==> src/rtl/unit_align_seq.sv <==
// -----------------------------------------------------------------------------
// unit_align_seq
// Sequential exponent-alignment stage for the FPU add/sub path. Orders the two
// unpacked operands by magnitude and shifts the smaller mantissa right by the
// exponent difference, at most STEP bits per cycle. Guard/round/sticky bits are
// collected so the adder and normalizer see the 28-bit {carry, mant, G, R, S}
// format.
//
// Ports:
//   i_clk, i_rst               clock, synchronous active-high reset
//   i_valid / o_ready          upstream handshake (o_ready high only in IDLE)
//   i_exp_a, i_mant_a          operand A (biased exponent, mantissa with hidden bit)
//   i_exp_b, i_mant_b          operand B
//   o_valid / i_ready          downstream handshake
//   o_exp                      larger exponent
//   o_mant_big                 larger operand {1'b0, mant, 3'b000}
//   o_mant_small               aligned smaller operand {carry, mant, G, R, S}
//   o_swap                     1 when B was chosen as the larger operand
//   o_busy                     block holds a transaction
// -----------------------------------------------------------------------------
module unit_align_seq #(
  parameter int STEP = 4
) (
  input  logic        i_clk,
  input  logic        i_rst,
  input  logic        i_valid,
  output logic        o_ready,
  input  logic [7:0]  i_exp_a,
  input  logic [23:0] i_mant_a,
  input  logic [7:0]  i_exp_b,
  input  logic [23:0] i_mant_b,
  output logic        o_valid,
  input  logic        i_ready,
  output logic [7:0]  o_exp,
  output logic [27:0] o_mant_big,
  output logic [27:0] o_mant_small,
  output logic        o_swap,
  output logic        o_busy
);

  typedef enum logic [1:0] {
    IDLE  = 2'd0,
    SHIFT = 2'd1,
    DONE  = 2'd2
  } state_t;

  localparam logic [4:0] STEP_W     = 5'(STEP);
  localparam logic [7:0] COLLAPSE_D = 8'd26;

  state_t      state_q, state_d;
  logic [4:0]  rem_q, rem_d;
  logic        valid_q, valid_d;
  logic        swap_q, swap_d;
  logic [7:0]  exp_q, exp_d;
  logic [27:0] big_q, big_d;
  logic [27:0] small_q, small_d;

  logic        a_big;
  logic        special;
  logic [7:0]  diff;
  logic [7:0]  exp_l;
  logic [23:0] mant_l;
  logic [23:0] mant_s;
  logic [4:0]  step;
  logic [4:0]  rem_next;

  // Right shift by s with every bit that falls off (old bit0 included) ORed
  // into the new bit0, so sticky information survives multi-cycle shifting.
  function automatic logic [27:0] shr_sticky(input logic [27:0] v, input logic [4:0] s);
    logic [27:0] mask;
    logic [27:0] r;
    mask = (28'd1 << s) - 28'd1;
    r    = v >> s;
    r[0] = r[0] | (|(v & mask));
    return r;
  endfunction

  // Operand ordering: compare exponents, break ties on mantissa (A wins ties).
  always_comb begin
    a_big   = (i_exp_a > i_exp_b) || ((i_exp_a == i_exp_b) && (i_mant_a >= i_mant_b));
    special = (i_exp_a == 8'hFF) || (i_exp_b == 8'hFF);
    diff    = a_big ? (i_exp_a - i_exp_b) : (i_exp_b - i_exp_a);
    exp_l   = a_big ? i_exp_a  : i_exp_b;
    mant_l  = a_big ? i_mant_a : i_mant_b;
    mant_s  = a_big ? i_mant_b : i_mant_a;
  end

  always_comb begin
    step     = (rem_q < STEP_W) ? rem_q : STEP_W;
    rem_next = rem_q - step;
  end

  always_comb begin
    state_d = state_q;
    rem_d   = rem_q;
    valid_d = valid_q;
    swap_d  = swap_q;
    exp_d   = exp_q;
    big_d   = big_q;
    small_d = small_q;
    case (state_q)
      IDLE: begin
        if (i_valid) begin
          exp_d  = exp_l;
          big_d  = {1'b0, mant_l, 3'b000};
          swap_d = ~a_big;
          if (special) begin
            // Inf/NaN operands bypass alignment entirely.
            small_d = {1'b0, mant_s, 3'b000};
            rem_d   = 5'd0;
          end else if (diff >= COLLAPSE_D) begin
            // Everything lands below the sticky position.
            small_d = {27'd0, |mant_s};
            rem_d   = 5'd0;
          end else begin
            small_d = {1'b0, mant_s, 3'b000};
            rem_d   = diff[4:0];
          end
          state_d = (!special && diff < COLLAPSE_D && diff != 8'd0) ? SHIFT : DONE;
        end
      end
      SHIFT: begin
        small_d = shr_sticky(small_q, step);
        rem_d   = rem_next;
        if (rem_next == 5'd0) begin
          state_d = DONE;
        end
      end
      DONE: begin
        // o_valid lags entry into DONE by one edge.
        if (valid_q && i_ready) begin
          valid_d = 1'b0;
          state_d = IDLE;
        end else begin
          valid_d = 1'b1;
        end
      end
      default: begin
        state_d = IDLE;
        valid_d = 1'b0;
      end
    endcase
  end

  always_ff @(posedge i_clk) begin
    if (i_rst) begin
      state_q <= IDLE;
      rem_q   <= 5'd0;
      valid_q <= 1'b0;
      swap_q  <= 1'b0;
      exp_q   <= 8'd0;
      big_q   <= 28'd0;
      small_q <= 28'd0;
    end else begin
      state_q <= state_d;
      rem_q   <= rem_d;
      valid_q <= valid_d;
      swap_q  <= swap_d;
      exp_q   <= exp_d;
      big_q   <= big_d;
      small_q <= small_d;
    end
  end

  assign o_ready      = (state_q == IDLE);
  assign o_busy       = (state_q != IDLE);
  assign o_valid      = valid_q;
  assign o_swap       = swap_q;
  assign o_exp        = exp_q;
  assign o_mant_big   = big_q;
  assign o_mant_small = small_q;

endmodule

==> config.mk <==
export PLATFORM = sky130hd
export DESIGN_NAME = unit_align_seq
export DESIGN_NICKNAME = d
export VERILOG_FILES = /design/src/rtl/unit_align_seq.sv
export SDC_FILE = /design/constraint.sdc
export NUM_CORES = 1
export LEC_CHECK = 0
export ABC_AREA = 1
export CAP_MARGIN = 10
export CORE_ASPECT_RATIO = 2
export CORE_MARGIN = 4
export CORE_UTILIZATION = 50
export CTS_CLUSTER_DIAMETER = 120
export DETAILED_ROUTE_END_ITERATION = 10
export MAX_ROUTING_LAYER = met4
export PLACE_DENSITY = 0.82
export SYNTH_ARGS = -nofsm -noshare
export SYNTH_HDL_FRONTEND = slang
export SYNTH_SLANG_ARGS = --single-unit
==> constraint.sdc <==
create_clock -name i_clk -period 4.9 [get_ports i_clk]
set_clock_uncertainty 0.05 [all_clocks]
set_input_delay 1.47 -clock i_clk [delete_from_list [all_inputs] [get_ports i_clk]]
set_output_delay 1.47 -clock i_clk [all_outputs]
set_load 0.02 [all_outputs]
==> impl_metrics.csv, run 1 <==
group,metric,value,unit
drt,wl_per_cell,15.9,microns
grt,grt_max_degree,77,
cts,cts_buffers,9,
grt,grt_pass1_wl,31.5,mm
floorplanning,die_y,162,microns
place,hpwl,14.7,mm
final_layout,diodes,0,
cts,clk_latency,0.34,ns
setup_path,startpoint,"i_exp_a[0]",
synth,synth-xor-area-share,1.18,%
drt,dr.pass1.iters,6,
final_layout,drive_above_1_share,4.36,%
power,leakage,3.36,nW
setup_path,crit_path_start_kind,"input pin",
synth,yosysWarnings,0,
cts,cts_root_buf,"clkbuf_16",
drt,drtIter0Drc,372,
power,vdd_drop_max,0.264,mV
final_layout,fin_util,64.3,%
drt,via_count,6847,
setup_path,r2r_start,"rem_q[3]",
drt,viasPerCell,5.60,
cts,cts.clk_slew.worst_paths,0.06,ns
synth,synth_compound_area_share,27.3,%
synth,synth-simple-area-share,26.2,%
power,power.density,500,nW/um^2
grt,gr-usage-all-layers,28.8,%
cts,clock-sinks,69,
setup_path,crit_end,"o_mant_small[26]",
final_layout,layout.cells.non_filler,1222,
final_layout,nets,1184,
floorplanning,die-area,13800,sq um
synth,syn_inst,975,
synth,synth_top_family_by_area,"compound AO/OA/AOI/OAI gates",
cts,clockBufferDepth,2,
sta,finalCritPeriodShare,87.1,%
floorplanning,die_w,85.0,microns
sta,slew_violations,0,
synth,avgSynthCellArea,6.09,sq um
floorplanning,row_count,56,
hold_path,hp-class,"register to register",
cts,h-tree-depth,3,
sta,setup_violations,0,
floorplanning,start_util,50.7,%
final_layout,final_cell_mix,"237 x nand2_1, 158 x a21oi_1, 131 x clkdlybuf4s50_1, 115 x inv_1, 95 x o21ai_0",
synth,synth.distinct_cells,45,
setup_path,r2r-end,"o_mant_small[0]",
sta,worst_pin_slew,0.818,ns
cts,cts_tree,"built",
grt,grt_overflow,0,
synth,synthAdderAreaFrac,9.32,%
setup_path,arrival,4.48,ns
floorplanning,coreArea,11700,sq um
power,p_total,0.00376,W
final_layout,nFillCells,1088,
sta,tns,0,ns
cts,cts_setup_buffers,0,
sta,max_slew_margin,45.4,%
place,dp.cells,1207,
run_status,status,"finished clean",
cts,cts_hold_buf,0,
setup_path,crit_path_max_fanout,24,
sta,fmax,234,MHz
sta,hold_violations,0,
setup_path,ff2ff_path_depth,14,
grt,antenna_found_initial,0,
cts,post_cts_resized,0,
drt,totalWireLength,19.4,mm
final_layout,multi_input_area,3840,sq um
setup_path,crit_required,5.12,ns
drt,drc,0,
floorplanning,ios,136,
synth,synth_area,5940,sq um
synth,synthMuxAreaShare,0.337,%
sta,rsz0062_at_grt,"no",
sta,period_needed,4.27,ns
drt,ant_nets,0,
final_layout,seqCellArea,1380,sq um
place,place.gp.congestion,0.939,
setup_path,setup.worst_path.end_class,"register",
final_layout,layout_commonest_cell,"nand2_1",
setup_path,worstSetupPathType,"input pin to register",
grt,grt_pass1_vias,6707,
job,drv_cap,0,
synth,ys_seq_area_share,23.3,%
setup_path,rrSetupSlack,1.79,ns
final_layout,syn2layout_area_growth,26.8,%
synth,ys_seq_elements,69,
place,io_buffer_count,131,
routing by layer:
| metal | global-route usage (%) | up-vias | routed length (microns) |
|---|---|---|---|
| li1 | - | 3424 | - |
| met2 | 50.4 | 288 | 10100 |
| met5 | - | - | 0 |
| met4 | 17.9 | 0 | 1180 |
| met1 | 30.3 | 3046 | 7140 |
| met3 | 3.30 | 89 | 1010 |
cell usage after synthesis (all sizes together):
cell	number	area, sq um
nand2	240	927
a21oi	158	791
inv	121	457
o21ai	98	494
nor2	79	312
dfxtp	69	1380
ha	41	513
nand3	39	195
clkbuf	38	143
o221ai	19	166
buf	18	123
nand4	8	56.3
xor2	7	61.3
o211ai	6	45.0
or2	5	31.3
o21bai	4	41.3
nor4	3	18.8
a211oi	2	15.0
a221oi	2	17.5
a22oi	2	15.0
conb	2	7.51
fa	2	40.0
mux2i	2	20.0
nor3	2	10.0
a21boi	1	7.51
a31oi	1	6.26
and3	1	6.26
clkinv	1	3.75
o2111ai	1	8.76
o22ai	1	6.26
o31ai	1	7.51
xnor2	1	8.76
metrics by stage:
step / worst slack, ns / hold WS, ns / instance area, sq um
final: 0.634 / 0.415 / 7520
after global routing: 0.380 / 0.432 / 7520
after CTS: 0.644 / 0.417 / 7520
after detailed placement: 0.303 / 0.408 / 7260
after global placement: 0.401 / 0.404 / 7260
after floorplan: 1.24 / 0.461 / 5950
final cells by class:
cell class                 count  share of cell area, %
clock buffer                  11                   3.23
clock inverter                 4                  0.333
inverter                     122                   6.12
multi-input combinational    731                   51.1
sequential                    69                   18.4
tap                          145                   2.41
timing repair buffer         140                   18.5
flip-flops by register name, summed over array words and instances, names as in the netlist:
name,cells
o_mant_big,24
rem_q,5
o_swap,1
o_mant_small,28
state_q,2
o_valid,1
o_exp,8
cell families after synthesis:
| kind of cell | after synthesis |
|---|---|
| xor gates and xnor gates | 8 |
| buffers and inverters | 178 |
| DFF | 69 |
| and+or+nand+nor | 377 |
| muxes | 2 |
| AOI/OAI and AO/OA | 296 |
| adders and majority gates | 43 |
| other | 2 |
critical path: stages:
cell and delay [ns]:
clkdlybuf4s50_1 0.44, inv_1 0.09, ha_1 0.17, inv_1 0.06, fa_1 0.41, nand2_1 0.09
nand2_1 0.10, nand2_1 0.09, nand4_2 0.23, buf_4 0.29, nand4_1 0.10, nand2_1 0.08
nor2_2 0.12, nand2_2 0.09, o21bai_4 0.14, buf_4 0.29, nand2_1 0.10, a21oi_1 0.13
how the worst min path moves through the flow:
stage | cells after the start | slack (ns) | endpoint | from
2_1_floorplan | 2 | 0.46 | rem_q[0] | rem_q[0]
3_3_place_gp | 2 | 0.40 | o_mant_big[10] | o_mant_big[10]
3_5_place_dp | 2 | 0.41 | o_mant_big[5] | o_mant_big[5]
4_1_cts | 2 | 0.42 | o_exp[1] | o_exp[1]
5_1_grt | 2 | 0.43 | o_mant_big[4] | o_mant_big[4]
6_report | 2 | 0.42 | o_mant_big[18] | o_mant_big[18]
power by group:
group	internal [W]	switching, W	total (W)
Clock	0.000352	0.000257	0.000609
Combinational	0.000818	0.00142	0.00224
Sequential	0.000746	0.000163	0.000910
Total	0.00192	0.00185	0.00376
Power figures use the tool's default switching activity.
==> inputs of run 2 (changes only) <==
--- a/config.mk
+++ b/config.mk
@@ -14,6 +14,7 @@
 export DETAILED_ROUTE_END_ITERATION = 10
 export MAX_ROUTING_LAYER = met4
 export PLACE_DENSITY = 0.82
+export SETUP_SLACK_MARGIN = 0.2
 export SYNTH_ARGS = -nofsm -noshare
 export SYNTH_HDL_FRONTEND = slang
 export SYNTH_SLANG_ARGS = --single-unit
==> results of run 2 <==
Final layout, timing and power as in run 1 (identical DEF).
